===== src/rtl/apb_txn_sched.sv =====
// rtl/apb_txn_sched.sv - round-robin write/read command arbiter driving one APB master port
// Optional build macro: APB_TIMEOUT_EN (bounds ACCESS wait states to TIMEOUT_MAX cycles)
module apb_txn_sched #(
  parameter int ID_NUM      = 4,
  parameter int ADDR_W      = 12,
  parameter int DATA_W      = 32,
  parameter int TIMEOUT_MAX = 255
) (
  input  logic                          ACLK_i,
  input  logic                          ARESETn_i,
  input  logic                          wr_vld_i,
  output logic                          wr_rdy_o,
  input  logic [ID_NUM+ADDR_W+DATA_W-1:0] wr_payload_i,
  input  logic                          rd_vld_i,
  output logic                          rd_rdy_o,
  input  logic [ID_NUM+ADDR_W-1:0]      rd_payload_i,
  output logic                          PSEL_o,
  output logic                          PENABLE_o,
  output logic                          PWRITE_o,
  output logic [ADDR_W-1:0]             PADDR_o,
  output logic [DATA_W-1:0]             PWDATA_o,
  input  logic [DATA_W-1:0]             PRDATA_i,
  input  logic                          PREADY_i,
  input  logic                          PSLVERR_i,
  output logic                          bvld_o,
  input  logic                          brdy_i,
  output logic [ID_NUM-1:0]             bid_o,
  output logic                          berr_o,
  output logic                          rvld_o,
  input  logic                          rrdy_i,
  output logic [ID_NUM-1:0]             rid_o,
  output logic [DATA_W-1:0]             rdata_o,
  output logic                          rerr_o
);

  typedef enum logic [1:0] {S_IDLE, S_SETUP, S_ACCESS, S_RESP} state_t;

  state_t              r_state;
  state_t              w_state_nxt;

  logic [ID_NUM-1:0]   r_id;
  logic [ADDR_W-1:0]   r_addr;
  logic [DATA_W-1:0]   r_data;
  logic                r_dir;       // 1 = write
  logic                r_last_wr;   // 1 = last grant went to the write side
  logic                r_berr;
  logic                r_rerr;
  logic [DATA_W-1:0]   r_rdata;

  logic                w_grant_wr;
  logic                w_grant_rd;
  logic                w_wr_hs;
  logic                w_rd_hs;
  logic                w_resp_hs;
  logic                w_timeout;

  // A parameter outside the 8-bit counter range can never be reached
  if (TIMEOUT_MAX < 1 || TIMEOUT_MAX > 255) begin : g_bad_timeout
    $error("TIMEOUT_MAX must be in 1..255");
  end

  // Round robin: a lone requester always wins, contention goes to the side not served last
  assign w_grant_wr = wr_vld_i & (~rd_vld_i | ~r_last_wr);
  assign w_grant_rd = rd_vld_i & (~wr_vld_i |  r_last_wr);
  assign w_wr_hs    = wr_vld_i & wr_rdy_o;
  assign w_rd_hs    = rd_vld_i & rd_rdy_o;
  assign w_resp_hs  = (r_state == S_RESP) & (r_dir ? brdy_i : rrdy_i);

`ifdef APB_TIMEOUT_EN
  localparam logic [7:0] TO_LAST = 8'(TIMEOUT_MAX - 1);

  logic [7:0]          r_wait_cnt;

  // The cycle that would be wait state number TIMEOUT_MAX ends the transfer instead
  assign w_timeout = (r_state == S_ACCESS) & ~PREADY_i & (r_wait_cnt == TO_LAST);

  // Wait-state counter: cleared in SETUP so every ACCESS phase starts from zero
  always_ff @(posedge ACLK_i) begin
    if (!ARESETn_i) begin
      r_wait_cnt <= '0;
    end else if (r_state == S_SETUP) begin
      r_wait_cnt <= '0;
    end else if ((r_state == S_ACCESS) && !PREADY_i) begin
      r_wait_cnt <= r_wait_cnt + 8'd1;
    end
  end
`else
  assign w_timeout = 1'b0;
`endif

  // State register
  always_ff @(posedge ACLK_i) begin
    if (!ARESETn_i) begin
      r_state <= S_IDLE;
    end else begin
      r_state <= w_state_nxt;
    end
  end

  // Next state and state-decoded outputs
  always_comb begin
    w_state_nxt = r_state;
    wr_rdy_o    = 1'b0;
    rd_rdy_o    = 1'b0;
    PSEL_o      = 1'b0;
    PENABLE_o   = 1'b0;
    bvld_o      = 1'b0;
    rvld_o      = 1'b0;
    case (r_state)
      S_IDLE: begin
        // Gated by reset so nothing is offered while the block is held in reset
        wr_rdy_o = ARESETn_i & w_grant_wr;
        rd_rdy_o = ARESETn_i & w_grant_rd;
        if (w_wr_hs || w_rd_hs) w_state_nxt = S_SETUP;
      end
      S_SETUP: begin
        PSEL_o      = 1'b1;
        w_state_nxt = S_ACCESS;
      end
      S_ACCESS: begin
        PSEL_o    = 1'b1;
        PENABLE_o = 1'b1;
        if (PREADY_i || w_timeout) w_state_nxt = S_RESP;
      end
      S_RESP: begin
        bvld_o = r_dir;
        rvld_o = ~r_dir;
        if (w_resp_hs) w_state_nxt = S_IDLE;
      end
      default: w_state_nxt = S_IDLE;
    endcase
  end

  // Command latch, arbitration history and response capture
  always_ff @(posedge ACLK_i) begin
    if (!ARESETn_i) begin
      r_id      <= '0;
      r_addr    <= '0;
      r_data    <= '0;
      r_dir     <= 1'b0;
      r_last_wr <= 1'b0;
      r_berr    <= 1'b0;
      r_rerr    <= 1'b0;
      r_rdata   <= '0;
    end else begin
      if (w_wr_hs) begin
        r_id      <= wr_payload_i[ID_NUM+ADDR_W+DATA_W-1 -: ID_NUM];
        r_addr    <= wr_payload_i[ADDR_W+DATA_W-1 -: ADDR_W];
        r_data    <= wr_payload_i[DATA_W-1:0];
        r_dir     <= 1'b1;
        r_last_wr <= 1'b1;
      end else if (w_rd_hs) begin
        r_id      <= rd_payload_i[ID_NUM+ADDR_W-1 -: ID_NUM];
        r_addr    <= rd_payload_i[ADDR_W-1:0];
        r_data    <= '0;
        r_dir     <= 1'b0;
        r_last_wr <= 1'b0;
      end
      if (r_state == S_ACCESS) begin
        if (PREADY_i) begin
          if (r_dir) begin
            r_berr  <= PSLVERR_i;
          end else begin
            r_rerr  <= PSLVERR_i;
            r_rdata <= PRDATA_i;
          end
        end else if (w_timeout) begin
          if (r_dir) begin
            r_berr  <= 1'b1;
          end else begin
            r_rerr  <= 1'b1;
            r_rdata <= '0;
          end
        end
      end
    end
  end

  assign PWRITE_o = r_dir;
  assign PADDR_o  = r_addr;
  assign PWDATA_o = r_data;
  assign bid_o    = r_id;
  assign rid_o    = r_id;
  assign berr_o   = r_berr;
  assign rerr_o   = r_rerr;
  assign rdata_o  = r_rdata;

endmodule

===== config.mk =====
export PLATFORM = sky130hd
export DESIGN_NAME = apb_txn_sched
export DESIGN_NICKNAME = d
export VERILOG_FILES = /design/src/rtl/apb_txn_sched.sv
export SDC_FILE = /design/constraint.sdc
export NUM_CORES = 1
export LEC_CHECK = 0
export BUFFER_PORTS_ARGS = -buffer_cell sky130_fd_sc_hd__buf_4
export CAP_MARGIN = 20
export CORE_ASPECT_RATIO = 1.25
export CORE_UTILIZATION = 30
export DETAILED_ROUTE_END_ITERATION = 12
export GPL_TIMING_DRIVEN = 0
export PLACE_DENSITY = 0.6
export REMOVE_ABC_BUFFERS = 1
export SLEW_MARGIN = 20
export SYNTH_ARGS = -nofsm -noshare
export SYNTH_HDL_FRONTEND = slang
export SYNTH_SLANG_ARGS = --single-unit

===== constraint.sdc =====
create_clock -name ACLK_i -period 2 [get_ports ACLK_i]
set_input_delay 0.1 -clock ACLK_i [delete_from_list [all_inputs] [get_ports ACLK_i]]
set_output_delay 0.1 -clock ACLK_i [all_outputs]
set_load 0.005 [all_outputs]

# Word-level counts from Yosys, hierarchy flattened
# Cells that the tools add are included.
# W data, S select, Z words.
dict set report classes {
  eq_ne 6
  mux 19
  bitwise_logic 12
  reduce_logical 7
}
# operator n
set op_table {}
lappend op_table {{$mux W32} 2}
lappend op_table {{$mux W12} 2}
lappend op_table {{$mux W1} 9}
lappend op_table {{$reduce_and A3 Y1} 3}
lappend op_table {{$mux W4} 2}
lappend op_table {{$pmux W2 S4} 1}
lappend op_table {{$and A1 B1 Y1} 7}
lappend op_table {{$mux W2} 3}
lappend op_table {{$ne A2 B2 Y1 const B} 3}
lappend op_table {{$eq A2 B2 Y1 const B} 2}
lappend op_table {{$not A1 Y1} 3}
lappend op_table {{$eq A2 B1 Y1 const B} 1}
lappend op_table {{$logic_not A2 Y1} 1}
lappend op_table {{$or A1 B1 Y1} 2}
lappend op_table {{$reduce_bool A2 Y1} 1}
lappend op_table {{$reduce_or A2 Y1} 1}
lappend op_table {{$logic_or A1 B1 Y1} 1}
dict set report word_totals {
  register_bits 85
  inputBits 104
  output_inout_bits 93
  wordCells 52
}

# Longest topological paths before layout
dict set report logic_depth {
  depth_word 9
  mapped_depth 8
  depth_no_buf 5
}

# Worst setup path before layout
# OpenSTA, ideal clock, no wires.
dict set report synth_timing {
  path_type {flip-flop to flip-flop}
  from {register r_state[0]}
  to {register r_data[0], in the netlist PWDATA_o[0]}
  setup_ns 0.128
  arrival_time_ns 1.391
  required_ns 1.872
  slack_ns 0.481
  path_stages_with_launch 9
  n_path_buf 3
  period_less_slack_ns 1.519
  path_cell_list {dfxtp_1 -> inv_1 -> ha_1 -> clkbuf_2 -> and3_4 -> buf_6 -> buf_6 -> a32oi_1 -> nor2_1}
}
dict set report synth_between {
  elab_chain_cells 4
  elab_cells_between_ends 7
  classes_between {mux: 3; bitwise: 2; reduce/logical: 2}
}
# element line_no
set synth_lines {}
lappend synth_lines {{start, declared} 38} ;# state_t r_state;
lappend synth_lines {{start signal, assigned} 96} ;# r_state <= w_state_nxt;
lappend synth_lines {{$logic_not A2 Y1 (*)} 109} ;# case (r_state)
lappend synth_lines {{$mux W1} 109}
lappend synth_lines {{$and A1 B1 Y1, on equally long branches} {65, 66}}
lappend synth_lines {{$mux W32 / $reduce_bool A2 Y1 (equally long branches)} --}
lappend synth_lines {{end signal, assigned} 149} ;# r_data <= wr_payload_i[DATA_W-1:0];
lappend synth_lines {{end, declared} 43} ;# logic [DATA_W-1:0] r_data;
# Every way passes the cells marked *; elsewhere a longest branch is shown, timed or not.
# A chain may end at the register's enable or synchronous reset.

# Worst setup path in the final report
dict set report layout_timing {
  from {register r_state[0]}
  to {output port wr_rdy_o}
}
dict set report layout_between {
  elab_chain_cells 2
}
# element line_no
set layout_lines {}
lappend layout_lines {{$logic_not A2 Y1} 109}
lappend layout_lines {{$mux W1} 109}
lappend layout_lines {{end, declared} 12} ;# output logic wr_rdy_o,
# Every way passes these cells.

==> metrics.md <==
| Metric | Value |
|---|---|
| Reg2reg end | bid_o[2] |
| Hold/Removal Path Class | in2reg |
| Crit path kind | reg2out |
| WP data arrival | 1.78 ns |
| Internal Pwr Total | 3695 uW |
| Area growth from synthesis to layout | 58.26% |
| Area of the core | 10,720 um2 |
| Nets | 687 |
| Unrepaired setup endpoints after global routing | true |
| Netlist cell types | 26 |
| Max-Cap Viols | 0 |
| Switching power | 1614 uW |
| Clock Tree Buf Depth | 2 |
| GRT met1 Usage | 0.2047 |
| Clk pin slew, worst setup/hold paths | 0.07 ns |
| Global Route Usage Sum | 0.1762 |
| Mean Syn Cell Area | 8.601 um2 |
| Share of cells above drive strength 1 | 0.3904 |
| Root buffer cell | clkbuf_16 |
| Max Slew Vio Count | 0 |
| Fmax | 0.5324 GHz |
| VDD IR max | 0.5211 mV |
| GRT met3 Usage | 0.03899 |
| Total CTS buffers | 9 |
| Startpoint Class | flop |
| Max-Slew Margin vs Limit | 0.5786 |
| I/O pins | 197 |
| Die Width | 96.58 um |
| Pwr dens | 1000 nW/um2 |
| CTS sink cnt | 85 |
| Post-Syn Instances | 390 |
| Final period utilization | 0.9392 |
| Fillers | 1,049 |
| Reg-to-Reg Start | r_state[0] |
| Reg2reg path depth | 5 |
| Number of antenna-violating nets in the routed design | 0 |
| Die area | 11,610 um2 |
| Area of the multi-input gates | 1403 um2 |
| Routed WL | 10,520 um |
| Power, Total | 5309 uW |
| Port buffer count | 196 |
| # H-tree levels | 3 |
| Sw frac | 0.3040 |
| Met2 Resource Use GR | 0.2971 |
| Row count | 42 |
| Worst-Margin Slew | 0.6321 ns |
| Hold Violations, Final | 0 |
| Final core occ | 0.4952 |
| Crit path launch | r_state[0] |
| Leakage power | 0.002303 uW |
| Congestion Overflow GR | 0 |
| Register area | 1702 um2 |
| TritonCTS clock tree | built |
| Slowest-stage cell, CP | ha_1 |
| Drt pass-1 iters | 4 |
| Crit path time final | 1.878 ns |
| DRC viols | 0 |
| CP Cell Sequence | inv_1 -> ha_1 -> nand3_2 -> nor2_1 -> buf_4 |
| GPL Wtd Cong | 0.7117 |
| Maximum number of pins on one net before global-route repair | 49 |
| Setup Skew | 0.006545 ns |
| Vias in the first global route | 3,261 |
| Finish-stage setup viols | 0 |
| Die H | 120.2 um |
| Vias/cell | 4.983 |
| Flop pwr share | 0.390 |
| Crit path to | wr_rdy_o |
| Fin area | 5309 um2 |
| Seq/Total Area, Yosys | 0.5073 |
| Busiest grt layer | met2 |
| CP Capture Type | primary output |
| Initial antenna violation count | 0 |
| CP required | 1.90 ns |
| Cell Area, Placed | 4838 um2 |
| First-pass GRT wire length | 15,870 um |
| Yosys Warn Count | 0 |
| Combinational power share | 0.297 |
| Final HPWL DP | 7264 um |
| Initial core utilization | 0.3129 |
| Outcome | finished, final reports clean |
| Via Count | 3,568 |
| Antenna cells | 0 |
| Avg WL per Cell | 14.69 um |
| FF+latch count, synth | 85 |
| Clock share of power | 0.314 |
| Worst path max stage delay | 0.34 ns |
| Detailed Route Iter0 Violations | 151 |
| Synthesized area | 3354 um2 |
| Clock latency at the later pin of the worst-skew pair | 0.34 ns |
| Flop2flop setup slack | 0.20 ns |
| Crit-path max FO | 17 |
-- sequential cells by signal (all words and copies together) (netlist names) --
register	flops
bid_o	4
rerr_o	1
PADDR_o	12
PWDATA_o	32
r_state	2
rdata_o	32
berr_o	1
r_last_wr	1
-- layout by cell type, fill, tap and decap left out, drive strengths merged --
cell type and count:
and3b 1, a221oi 1, a211oi 1, o211ai 1, mux2i 4, clkinv 3, a31oi 16, buf 205
nand3b 1, bufinv 1, nor2 34, ha 4, clkinvlp 1, inv 6, dfxtp 85, and2 2
nor2b 2, dlygate4sd3 15, nand2 70, clkbuf 9, and3 1, nand3 19, a32oi 32, o211a 1
o21ai 34, a21oi 35
-- metrics by stage --
step | hold WS (ns) | cells | setup WS [ns] | TNS [ns]
floorplan | 0.2360 | 348 | 0.1299 | 0
global placement | 0.3479 | 676 | -0.5336 | -26.34
detailed placement | 0.3578 | 683 | -0.1190 | -2.934
CTS | 0.00005485 | 714 | 0.004910 | 0
global route | 0.002873 | 716 | -0.003535 | -0.003535
finish | 0.01310 | 716 | 0.1216 | 0
-- cell type report --
cell class,count,share of cell area
Timing Repair Buffer,220,0.3250
Inverter,4,0.002828
Clock buffer,9,0.04242
Tap cell,132,0.03111
Multi-Input combinational cell,259,0.2642
Sequential cell,85,0.3205
Clock inverter,7,0.01391
-- repair_timing --
action,4_1_cts,5_1_grt
endpoints found under the setup margin,34,24
hold endpoints to repair,15,0
setup buffers,0,2
pin swaps,0,1
resized for setup,2,1
gates cloned,0,0
hold buffers,15,0
-- how the worst min path moves through the flow --
stage / start / to / slack, ns / depth (start not counted)
3_3_place_gp: PRDATA_i[30] / rdata_o[30] / 0.35 / 3
4_1_cts: PRDATA_i[14] / rdata_o[14] / 0.00005 / 3
2_1_floorplan: PRDATA_i[0] / rdata_o[0] / 0.24 / 2
6_report: PRDATA_i[14] / rdata_o[14] / 0.01 / 3
5_1_grt: PRDATA_i[9] / rdata_o[9] / 0.003 / 3
3_5_place_dp: PRDATA_i[2] / rdata_o[2] / 0.36 / 3
-- power groups by stage --
stage	logic, uW	registers [uW]	clock network, uW
final	1570	2070	1670
after global routing	1740	2100	1780
after CTS	1570	2070	1720
after detailed placement	1540	2100	0
after global placement	1460	2090	0
after floorplan	677	2110	0
-- routing by layer --
| layer | part of all wire | vias to the layer above |
|---|---|---|
| met5 | 0 | - |
| met4 | 0.033 | 0 |
| met3 | 0.068 | 25 |
| met2 | 0.50 | 140 |
| met1 | 0.40 | 1650 |
| li1 | - | 1753 |
-- cell families after synthesis --
| logic type | count (synthesis) | share of synthesized area |
|---|---|---|
| buf+inv | 46 | 0.07721 |
| flops | 85 | 0.5073 |
| simple gates | 130 | 0.1604 |
| fa+ha+maj | 4 | 0.01492 |
| mux | 4 | 0.01194 |
| compound gates | 121 | 0.2283 |
-- worst max-delay path: cells and delay by family (launching register included) --
kind | cells | cell delay [ns]
DFF | 1 | 0.33
buffers and inverters | 2 | 0.24
adders and majority gates | 1 | 0.34
and+or+nand+nor | 2 | 0.53
-- cell usage after synthesis --
master / instances / area (um2)
inv_1: 4 / 15.01
buf_6: 4 / 45.04
and2_1: 2 / 12.51
buf_4: 8 / 60.06
a221oi_2: 1 / 15.01
clkbuf_2: 2 / 10.01
o211ai_1: 1 / 7.510
mux2i_1: 4 / 40.04
and3_4: 1 / 11.26
ha_1: 4 / 50.05
o211a_1: 1 / 10.01
nor2b_1: 2 / 12.51
o21ai_1: 5 / 25.02
and3b_1: 1 / 8.760
a21oi_1: 35 / 175.2
nand2_1: 70 / 262.8
nand3_1: 19 / 95.09
o21ai_0: 29 / 145.1
a31oi_1: 16 / 100.1
buf_2: 19 / 95.09
a32oi_1: 32 / 280.3
nor2_1: 34 / 127.6
dfxtp_1: 85 / 1702
clkbuf_1: 9 / 33.78
a211oi_1: 1 / 7.510
nand3b_1: 1 / 7.510
Note: power is estimated with default switching activity, not from simulation.
